===== src/rtl/dbg_mem_scanner.sv =====
// Sequential debug-port read engine: walks a word range of data memory, streams each
// word out on a valid/ready port and keeps a running modulo-2^DATA_W sum.
`timescale 1ns/1ps
module dbg_mem_scanner #(
  parameter int unsigned ADDR_W   = 10,
  parameter int unsigned DATA_W   = 32,
  parameter int unsigned CNT_W    = 11,
  parameter int unsigned READ_LAT = 0
) (
  input  logic              clk,
  input  logic              rst,
  input  logic              start,
  input  logic              abort,
  input  logic [ADDR_W-1:0] base_addr,
  input  logic [CNT_W-1:0]  count,
  output logic              busy,
  output logic              done,
  output logic [ADDR_W-1:0] mem_a,
  output logic              mem_e,
  input  logic [DATA_W-1:0] mem_d,
  output logic              out_valid,
  input  logic              out_ready,
  output logic [DATA_W-1:0] out_data,
  output logic [ADDR_W-1:0] out_addr,
  output logic              out_last,
  output logic [DATA_W-1:0] sum
);

  localparam int unsigned LAT_W = 2;

  typedef enum logic [1:0] {IDLE, ISSUE, HOLD, DONE} state_t;

  state_t             state, state_nx;
  logic [ADDR_W-1:0]  addr, addr_nx;
  logic [CNT_W-1:0]   remain, remain_nx;
  logic [LAT_W-1:0]   lat_cnt, lat_cnt_nx;
  logic               busy_nx, done_nx, mem_e_nx, out_valid_nx, out_last_nx;
  logic [ADDR_W-1:0]  mem_a_nx, out_addr_nx;
  logic [DATA_W-1:0]  out_data_nx, sum_nx;

  // State and registered outputs
  always_ff @(posedge clk or negedge rst) begin
    if (!rst) begin
      state     <= IDLE;
      addr      <= '0;
      remain    <= '0;
      lat_cnt   <= '0;
      busy      <= 1'b0;
      done      <= 1'b0;
      mem_e     <= 1'b0;
      mem_a     <= '0;
      out_valid <= 1'b0;
      out_data  <= '0;
      out_addr  <= '0;
      out_last  <= 1'b0;
      sum       <= '0;
    end else begin
      state     <= state_nx;
      addr      <= addr_nx;
      remain    <= remain_nx;
      lat_cnt   <= lat_cnt_nx;
      busy      <= busy_nx;
      done      <= done_nx;
      mem_e     <= mem_e_nx;
      mem_a     <= mem_a_nx;
      out_valid <= out_valid_nx;
      out_data  <= out_data_nx;
      out_addr  <= out_addr_nx;
      out_last  <= out_last_nx;
      sum       <= sum_nx;
    end
  end

  // Next state; status outputs are derived from the next state so they are registered
  always_comb begin
    state_nx    = state;
    addr_nx     = addr;
    remain_nx   = remain;
    lat_cnt_nx  = lat_cnt;
    out_data_nx = out_data;
    out_addr_nx = out_addr;
    out_last_nx = out_last;
    sum_nx      = sum;

    case (state)
      IDLE: begin
        if (start) begin
          sum_nx = '0;
          if (count != '0) begin
            addr_nx    = base_addr;
            remain_nx  = count;
            lat_cnt_nx = '0;
            state_nx   = ISSUE;
          end else begin
            state_nx = DONE;
          end
        end
      end
      ISSUE: begin
        if (abort) begin
          state_nx = IDLE;
        end else if (lat_cnt == LAT_W'(READ_LAT)) begin
          out_data_nx = mem_d;
          out_addr_nx = addr;
          out_last_nx = (remain == CNT_W'(1));
          lat_cnt_nx  = '0;
          state_nx    = HOLD;
        end else begin
          lat_cnt_nx = lat_cnt + LAT_W'(1);
        end
      end
      HOLD: begin
        // abort wins over a simultaneous handshake; that word is not summed
        if (abort) begin
          state_nx = IDLE;
        end else if (out_ready) begin
          sum_nx = sum + out_data;
          if (out_last) begin
            state_nx = DONE;
          end else begin
            addr_nx   = addr + ADDR_W'(1);
            remain_nx = remain - CNT_W'(1);
            state_nx  = ISSUE;
          end
        end
      end
      DONE: begin
        state_nx = IDLE;
      end
      default: begin
        state_nx = IDLE;
      end
    endcase

    busy_nx      = (state_nx != IDLE);
    done_nx      = (state_nx == DONE);
    mem_e_nx     = (state_nx == ISSUE);
    out_valid_nx = (state_nx == HOLD);
    mem_a_nx     = addr_nx;
  end

endmodule


===== config.mk =====
export PLATFORM = sky130hd
export DESIGN_NAME = dbg_mem_scanner
export DESIGN_NICKNAME = d
export VERILOG_FILES = /design/src/rtl/dbg_mem_scanner.sv
export SDC_FILE = /design/constraint.sdc
export NUM_CORES = 1
export LEC_CHECK = 0
export ABC_AREA = 1
export BUFFER_PORTS_ARGS = -buffer_cell sky130_fd_sc_hd__buf_2
export CAP_MARGIN = 20
export CORE_MARGIN = 10
export CORE_UTILIZATION = 56
export DETAILED_ROUTE_END_ITERATION = 16
export PLACE_DENSITY = 0.89
export SLEW_MARGIN = 20
export SYNTH_ARGS = -nofsm -noshare
export SYNTH_HDL_FRONTEND = slang
export SYNTH_SLANG_ARGS = --single-unit
export TNS_END_PERCENT = 1

===== constraint.sdc =====
create_clock -name clk -period 2.8 [get_ports clk]
set_clock_uncertainty 0.2 [all_clocks]
set_input_delay 0.56 -clock clk [delete_from_list [all_inputs] [get_ports clk]]
set_output_delay 0.56 -clock clk [all_outputs]
set_load 0.005 [all_outputs]

==> results of run 1 <==
## power groups by stage
stage	sequential, uW	combinational [uW]	clock [uW]
final	2490	3110	1300
after floorplan	2480	1990	0
after CTS	2490	3130	1320
after global routing	2580	3530	1380
after detailed placement	2520	3100	0
after global placement	2500	3010	0
## worst max-delay path, cell delays in order (launching register included)
cell	delay, ns
dfrtp_1	0.38
inv_1	0.08
nand2_2	0.24
inv_2	0.17
nand3_4	0.07
nand2_2	0.10
o21ai_2	0.08
nor2_4	0.63
inv_1	0.20
nand2_1	0.12
o21ai_1	0.07
## how the worst max path moves through the flow
stage,from,endpoint,slack [ns],cells past startpoint
floorplan,out_data[0],sum[28],0.78,13
detailed placement,state[0],remain[3],0.42,10
global placement,out_data[0],sum[28],0.52,13
finish,state[0],remain[3],0.34,10
global route,state[0],remain[5],0.16,9
CTS,state[0],remain[3],0.41,10
## logic make-up after synthesis
kind of cell / share of synthesized area
adders and majority gates: 0.0689
xor gates and xnor gates: 0.0103
DFF: 0.381
buffers and inverters: 0.102
AOI/OAI and AO/OA: 0.0988
and+or+nand+nor: 0.339
## per-stage QoR
step                cell area (um2)  worst slack (ns)  hold WS (ns)  total power [uW]
finish                         8040             0.342         0.193              6910
global route                   8030             0.157         0.197              7490
CTS                            8030             0.408         0.186              6940
detailed placement             7730             0.420         0.253              5620
global placement               7730             0.521         0.251              5510
floorplan                      6830             0.781        0.0644              4460
## registers in the layout (all words and copies together), names as in the netlist
signal,flops
out_data,32
sum,32
remain,11
addr,10
out_addr,10
lat_cnt,2
state,2
busy,1
done,1
mem_e,1
out_last,1
out_valid,1
## synth_stat cells, types with 2 or more instances
cell type,instances,share of area
o22ai_1,8,0.0073
buf_2,8,0.0059
nor2_1,79,0.043
o21ai_0,52,0.038
o31ai_1,2,0.0022
buf_6,2,0.0033
nand3b_1,2,0.0022
clkbuf_1,11,0.0060
nand3_1,52,0.038
inv_1,154,0.085
a31oi_1,3,0.0027
xor2_1,6,0.0077
nand2_1,432,0.24
nor3_1,6,0.0044
o211ai_1,4,0.0044
dfrtp_1,104,0.38
a22oi_1,2,0.0022
o21ai_1,8,0.0059
ha_1,36,0.066
nand4_1,7,0.0064
xnor2_1,2,0.0026
a21oi_1,38,0.028
o21bai_1,3,0.0033
nand2_2,2,0.0018
## cell type report
| type | instances | share of cell area |
|---|---|---|
| antenna | 1 | 0.000311 |
| clock buffer | 11 | 0.0290 |
| clock inverter | 5 | 0.00794 |
| inverter | 156 | 0.0729 |
| multi-input combinational | 752 | 0.440 |
| sequential | 104 | 0.324 |
| tap | 147 | 0.0229 |
| timing repair buffer | 155 | 0.103 |
## routing by layer
layer  routed length, um  vias to the layer above  share of wire
met3                1440                       23          0.074
met5                   0                        -              0
li1                    -                     3511              -
met4                 277                        0          0.014
met2                9340                      204           0.48
met1                8440                     3126           0.43
## what timing repair did
action | CTS | global route
setup buffers | 0 | 0
hold buffers | 1 | 0
hold endpoints to repair | 35 | 0
==> impl_metrics.csv, run 1 <==
group,metric,value,unit
run_status,outcome,"finished clean",
route,post-route-drc-count,0,
worst_hold_path,min_path_cells,3,
finish,mostFrequentLayoutCell,"nand2_1",
place,place_congestion,0.987,
clocking,cts_resized,0,
grt,met1_usage,0.283,
route,vias,6864,
synth,ys_ff_latch,104,
sta,finalCritPeriodShare,0.878,
grt,grt_max_degree,50,
sta,relSlewSlack,0.478,
power_and_ir_drop,p_seq_frac,0.361,
sta,setup_violations,0,
clocking,root_buffer,"clkbuf_16",
sta,rsz0062_at_grt,"false",
power_and_ir_drop,ir_drop,0.000687,V
clocking,cts_tree,"yes",
worst_setup_path,rr_startpoint,"state[0]",
route,wirelength,19.5,mm
power_and_ir_drop,p_int,3900,uW
clocking,cts.htree.levels,3,
finish,fin_util,0.672,
worst_setup_path,reg2reg_depth,10,
floorplanning,start_util,0.571,
power_and_ir_drop,switching_share,0.436,
synth,synth_warnings,0,
worst_setup_path,reg2reg_slack,0.34,ns
worst_setup_path,critical_path.max_fanout,39,
clocking,clock_sink_count,104,
route,routedWlPerCell,14.7,um
synth,ys_seq_area_frac,0.381,
sta,setup-tns-final,0,ns
power_and_ir_drop,power_density,860,mW/mm2
worst_setup_path,criticalPathCategory,"register to register",
floorplanning,die_w,130,um
floorplanning,core,0.0120,mm2
finish,ff_latch_area,0.00260,mm2
synth,synth_enable_flop_cells,0,
grt,grt_pass1_wl,31.6,mm
floorplanning,num_rows,40,
floorplanning,dieArea,0.0170,mm2
place,port_buffers,146,
sta,drv_slew,0,
grt,groute.usage.overall,0.230,
place,hpwl,15.0,mm
grt,gr-usage-met3,0.0657,
sta,worstMarginPinSlew,0.781,ns
worst_hold_path,whs_endpoint,"out_data[30]",
synth,ys.flop_type,"dfrtp_1",
finish,drive_gt1_frac,0.149,
grt,overflow,0,
clocking,cts_made_buffers,9,
synth,async_flop_share,1.00,
synth,netlist_area,0.00683,mm2
job,drv_cap,0,
worst_setup_path,critPathCaptureType,"register",
finish,final_cell_mix,"nand2_1, inv_1, buf_2",
power_and_ir_drop,clkPwrFrac,0.189,
synth,synth_fp_nets,1129,
synth,synthCells,1034,
clocking,cts_buffer_depth,2,
worst_hold_path,min_from,"mem_d[30]",
worst_hold_path,hold_class,"input pin to register",
worst_setup_path,r2r-end,"remain[3]",
power_and_ir_drop,p_comb_frac,0.451,
worst_setup_path,start_kind,"register",
finish,nets,1273,
route,dr.pass1.iters,6,
sta,hold_violations,0,
synth,syn_area_per_cell,6.60,um2
worst_setup_path,cp.arrival,2.51,ns
finish,final_cells,1331,
finish,fillers,1072,
route,first_iter_violations,511,
worst_setup_path,cp.required,2.85,ns
power_and_ir_drop,p_leak,0.00486,uW
route,antenna_left,0,
clocking,path_clk_slew,0.07,ns
clocking,clk-insertion-delay-late,0.36,ns
synth,synth_cell_types,35,
power_and_ir_drop,total_switching_power,3020,uW
grt,gr-usage-met2,0.384,
floorplanning,die_y,130,um
place,dp_cells,1313,
grt,grt-busiest-layer,"met2",
route,viasPerCell,5.16,
sta,clock.fmax,407,MHz
sta,post-route-min-period,2.46,ns
floorplanning,ioPinCount,147,
grt,grt_pass1_vias,6658,
finish,multi_input_area,0.00354,mm2
finish,area_delta_synth_final,17.7,%
grt,antenna_found_initial,1,
Note: power is estimated with default switching activity, not from simulation.
==> run 2: changes to the inputs <==
CORE_UTILIZATION = 57   (was 56)
CTS_BUF_LIST = sky130_fd_sc_hd__clkbuf_4   (was unset)
PLACE_DENSITY = 0.9   (was 0.89)
==> run 2 against run 1 <==
Net effect: total power decreased by 6.8%; highest routed layer unchanged; first-iteration DRC count grew 14%; worst hold slack lost 0.15 ns; largest power group unchanged; critical endpoint is now sum[28].
==> impl_metrics.csv, run 2 (synthesis results as in run 1) <==
group,metric,value,unit
sta,finalCritPeriodShare,0.864,
clocking,clk-insertion-delay-late,0.51,ns
sta,setup_violations,0,
power_and_ir_drop,ir_drop,0.000598,V
grt,groute.usage.overall,0.232,
clocking,cts_made_buffers,9,
place,dp_worst_setup_slack,0.431,ns
sta,setup-tns-final,0,ns
route,first_iter_violations,585,
worst_setup_path,critPathMaxStageDelay,0.41,ns
route,antenna_left,0,
worst_setup_path,cp.required,3.02,ns
place,hpwl,15.2,mm
route,viasPerCell,5.19,
clocking,clock_sink_count,104,
sta,hold_violations,0,
finish,nets,1277,
clocking,cts.htree.levels,3,
grt,grt_max_degree,40,
sta,worstMarginPinSlew,0.763,ns
power_and_ir_drop,power_density,814,mW/mm2
grt,grt-busiest-layer,"met2",
sta,post-route-min-period,2.42,ns
clocking,cts_tree,"yes",
worst_hold_path,hold_class,"input pin to register",
grt,antenna_found_initial,1,
sta,rsz0062_at_grt,"false",
clocking,cts_resized,0,
power_and_ir_drop,p_leak,0.00482,uW
worst_setup_path,start_kind,"register",
sta,relSlewSlack,0.490,
grt,grt_pass1_vias,6594,
floorplanning,num_rows,39,
worst_setup_path,cp_cell_sequence,"ha_1, inv_1, fa_1, inv_1, nand3_1, nand3_1, nand3_1, nand3_1, nand2_1, nand2_1, nand2_1, nand3_1, nand2_1",
finish,drive_gt1_frac,0.152,
run_status,outcome,"finished clean",
grt,gr-usage-met2,0.384,
worst_setup_path,cp.arrival,2.64,ns
clocking,cts_buffer_depth,2,
clocking,root_buffer,"clkbuf_4",
floorplanning,start_util,0.591,
place,place_congestion,0.987,
finish,reg_top3,"out_data x32, sum x32, remain x11",
route,dr.pass1.iters,5,
finish,mostFrequentLayoutCell,"nand2_1",
worst_setup_path,critPathCaptureType,"register",
worst_setup_path,criticalPathCategory,"register to register",
worst_setup_path,reg2reg_slack,0.38,ns
grt,overflow,0,
floorplanning,core,0.0116,mm2
route,wirelength,19.3,mm
power_and_ir_drop,p_int,3490,uW
floorplanning,ioPinCount,147,
power_and_ir_drop,total_switching_power,2950,uW
worst_setup_path,critical-path-top-cell-by-count,"nand3_1",
job,drv_cap,0,
route,routedWlPerCell,14.5,um
floorplanning,die_w,129,um
finish,area_delta_synth_final,15.9,%
route,vias,6913,
clocking,path_clk_slew,0.16,ns
power_and_ir_drop,clkPwrFrac,0.130,
grt,gr-usage-met3,0.0791,
power_and_ir_drop,switching_share,0.458,
worst_setup_path,slowest_stage,"dfrtp_1",
floorplanning,die_y,129,um
finish,final_cell_mix,"nand2_1, inv_1, buf_2",
power_and_ir_drop,p_seq_frac,0.387,
power_and_ir_drop,p_comb_frac,0.483,
floorplanning,dieArea,0.0168,mm2
grt,grt_pass1_wl,31.6,mm
sta,drv_slew,0,
worst_setup_path,critical_path.max_fanout,4,
route,post-route-drc-count,0,
finish,fillers,1012,
grt,met1_usage,0.285,
sta,clock.fmax,413,MHz
place,port_buffers,146,
sta,setup_slack,0.380,ns
## run 2: cell types whose count changed in the layout (fill, tap and decap cells not counted), sizes merged
cell,delta
buf,+2
dlygate4sd3,+2
clkinvlp,-1
inv,+1
## run 2: power groups by stage
stage	registers (uW)	logic, uW	clock network [uW]
2_1_floorplan	2480	1990	0
3_3_place_gp	2490	3030	0
3_5_place_dp	2510	3110	0
4_1_cts	2480	3130	851
5_1_grt	2570	3550	919
6_report	2490	3110	839
## run 2: what timing repair did
item,CTS,global route
hold buffers,1,2
buffers inserted,0,0
endpoints found under the hold margin,23,2
endpoints found under the setup margin,0,0
## run 2: cell type report
class	count	area, um2	share of cell area
Multi-Input combinational cell	752	3540	0.447
Clock buffer	11	82.6	0.0104
Sequential cell	104	2600	0.329
Tap cell	143	179	0.0226
Timing Repair Buffer	159	863	0.109
Antenna cell	1	2.50	0.000316
Clock inverter	5	63.8	0.00806
Inverter	156	586	0.0740
## run 2: worst paths after layout
path / from / to / cells after the start
setup / recovery: out_data[0] / sum[28] / 13
hold reg to reg: out_addr[9] / out_addr[9] / 2
min in group asynchronous: rst / sum[9] / 2
setup reg to reg: out_data[0] / sum[28] / 13
max in group asynchronous: rst / out_data[24] / 3
hold / removal: mem_d[16] / out_data[16] / 3
## run 2: layer usage
layer	share of wire	vias to the layer above	routed length, um
li1	-	3515	-
met1	0.43	3129	8280
met2	0.47	243	9030
met3	0.086	26	1650
met4	0.017	0	337
met5	0	-	0
## run 2: through the flow
stage	hold slack [ns]	instances	total power (uW)	util	cell area [um2]
finish	0.0442	1331	6440	0.685	7920
global route	0.00232	1330	7040	0.684	7910
CTS	0.0204	1328	6460	0.683	7890
detailed placement	0.253	1311	5620	0.669	7740
global placement	0.252	1311	5520	0.669	7740
floorplan	0.0644	1034	4460	-	6830
## run 2: worst max-delay path, delay by kind of cell (launching register included)
| kind | cells | cell delay, ns |
|---|---|---|
| flip-flops | 1 | 0.41 |
| AND/OR/NAND/NOR | 9 | 0.88 |
| buffers and inverters | 2 | 0.21 |
| adder cells (fa/ha/maj) | 2 | 0.64 |
==> run 3: changes to the inputs <==
CORE_UTILIZATION = 60   (was 57)
PLACE_DENSITY = 0.94   (was 0.9)
clock period = 3 ns   (was 2.8 ns; I/O delays follow)
==> run 3 against run 2 <==
Net effect: sequential cell count stayed put; non-clock buffer count is 4 lower; cell area is 0.87% lower; sequential share of layout area is 0.29 points higher; global-route usage is 0.42 points higher; first-iteration DRC count is 0.34% lower; via count is 0.97% higher; core utilization is 3.0 points higher; worst hold slack better by 0.049 ns; critical path type unchanged.
==> impl_metrics.csv, run 3 (synthesis results as in run 1) <==
group,metric,value,unit
floorplanning,core,0.0110,mm2
clocking,cts_made_buffers,9,
floorplanning,die_w,127,um
power_and_ir_drop,power_density,758,mW/mm2
grt,groute.usage.overall,0.236,
sta,setup_violations,0,
worst_setup_path,slowest_stage,"nor2_4",
worst_setup_path,start_kind,"register",
route,post-route-drc-count,0,
clocking,post_cts_buffers,0,
worst_setup_path,criticalPathCategory,"register to register",
floorplanning,ioPinCount,147,
finish,area_delta_synth_final,14.9,%
clocking,cts_buffer_depth,2,
worst_setup_path,critical_path.max_fanout,39,
finish,mostFrequentLayoutCell,"nand2_1",
clocking,cts_resized,0,
worst_setup_path,cp_cell_sequence,"inv_1, nand2_2, inv_2, nand3_4, nand2_2, o21ai_2, nor2_4, inv_1, nand2_1, o21ai_1",
job,drv_cap,0,
grt,grt_pass1_vias,6851,
worst_setup_path,critPathMaxStageDelay,0.60,ns
sta,post-route-min-period,2.62,ns
sta,drv_slew,0,
power_and_ir_drop,total_switching_power,2780,uW
finish,fin_area,0.00785,mm2
route,viasPerCell,5.28,
finish,drive_gt1_frac,0.150,
place,place_congestion,0.970,
worst_setup_path,cp.required,3.18,ns
sta,relSlewSlack,0.504,
power_and_ir_drop,p_leak,0.00479,uW
finish,final_cell_mix,"nand2_1, inv_1, buf_2",
clocking,root_buffer,"clkbuf_4",
route,vias,6980,
finish,fillers,924,
floorplanning,dieArea,0.0160,mm2
finish,nets,1273,
finish,reg_top3,"out_data x32, sum x32, remain x11",
place,dpl_cell_area,0.00770,mm2
power_and_ir_drop,p_int,3160,uW
clocking,clock_sink_count,104,
clocking,path_clk_slew,0.19,ns
route,antenna_left,0,
sta,setup-tns-final,0,ns
route,wirelength,19.0,mm
run_status,outcome,"finished clean",
sta,rsz0062_at_grt,"false",
finish,antenna_cells,0,
worst_setup_path,crit_buf_inv,3,
power_and_ir_drop,p_seq_frac,0.392,
route,first_iter_violations,583,
clocking,clk-insertion-delay-late,0.49,ns
grt,overflow,0,
sta,finalCritPeriodShare,0.874,
grt,grt_pass1_wl,32.2,mm
sta,hold_violations,0,
power_and_ir_drop,clkPwrFrac,0.122,
clocking,postCtsHoldBufs,1,
sta,worstMarginPinSlew,0.742,ns
grt,antenna_found_initial,1,
worst_setup_path,cp.arrival,2.80,ns
clocking,cts_tree,"yes",
floorplanning,num_rows,38,
route,dr.pass1.iters,5,
worst_setup_path,critPathCaptureType,"register",
finish,fin_util,0.715,
place,port_buffers,146,
sta,clock.fmax,382,MHz
place,hpwl,15.0,mm
route,routedWlPerCell,14.4,um
floorplanning,die_y,127,um
worst_setup_path,cp_top_family,"simple AND/OR/NAND/NOR gates",
power_and_ir_drop,ir_drop,0.000637,V
worst_hold_path,hold_class,"input pin to register",
clocking,cts.htree.levels,3,
power_and_ir_drop,p_comb_frac,0.486,
power_and_ir_drop,switching_share,0.468,
floorplanning,start_util,0.622,
grt,grt_max_degree,50,
[run 3: cell types whose count changed in the layout (fill, tap and decap cells not counted), sizes merged]
cell and delta:
buf -2, bufinv -1, clkbuf -1, clkinv +1
clkinvlp +1, diode -1, dlygate4sd3 -2
[run 3: path summary, 6_finish.rpt]
kind / startpoint / end / slack (ns) / cells after the start
setup / recovery: state[0] / remain[3] / 0.38 / 10
hold / removal: mem_d[9] / out_data[9] / 0.09 / 3
setup reg to reg: state[0] / remain[3] / 0.38 / 10
hold reg to reg: out_addr[1] / out_addr[1] / 0.29 / 2
max in group asynchronous: rst / sum[23] / 1.44 / 3
min in group asynchronous: rst / sum[12] / 0.42 / 2
[run 3: tightest hold or removal path, stage by stage]
cell and delay [ns]:
buf_2 0.07, nand2_1 0.04, nand2_1 0.05
[run 3: power by group through the flow]
stage / registers (uW) / clock network [uW] / logic, uW
floorplan: 2310 / 0 / 1850
global placement: 2330 / 0 / 2780
detailed placement: 2350 / 0 / 2880
CTS: 2320 / 742 / 2890
global route: 2400 / 784 / 3310
finish: 2330 / 725 / 2890
[run 3: through the flow]
step                setup WS [ns]  instances  hold WS (ns)  total power (uW)
finish                      0.379       1323        0.0932              5950
CTS                         0.388       1323        0.0795              5960
floorplan                   0.981       1034         0.104              4160
global route               0.0461       1323        0.0888              6500
global placement            0.522       1306         0.252              5110
detailed placement          0.416       1306         0.253              5230
[run 3: layer usage]
metal  vias up  track usage  wire, um
met4         2       0.0703       362
met5         -            0         7
li1       3502            -         -
met1      3155        0.293      7890
met3        32       0.0662      1800
met2       289        0.392      8980
[run 3: final cells by class]
type / count / area [um2] / share of cell area
Clock inverter: 6 / 61.3 / 0.00781
Clock buffer: 10 / 75.1 / 0.00957
Inverter: 156 / 586 / 0.0746
Timing Repair Buffer: 155 / 816 / 0.104
Tap cell: 140 / 175 / 0.0223
Multi-Input combinational cell: 752 / 3530 / 0.450
Sequential cell: 104 / 2600 / 0.332
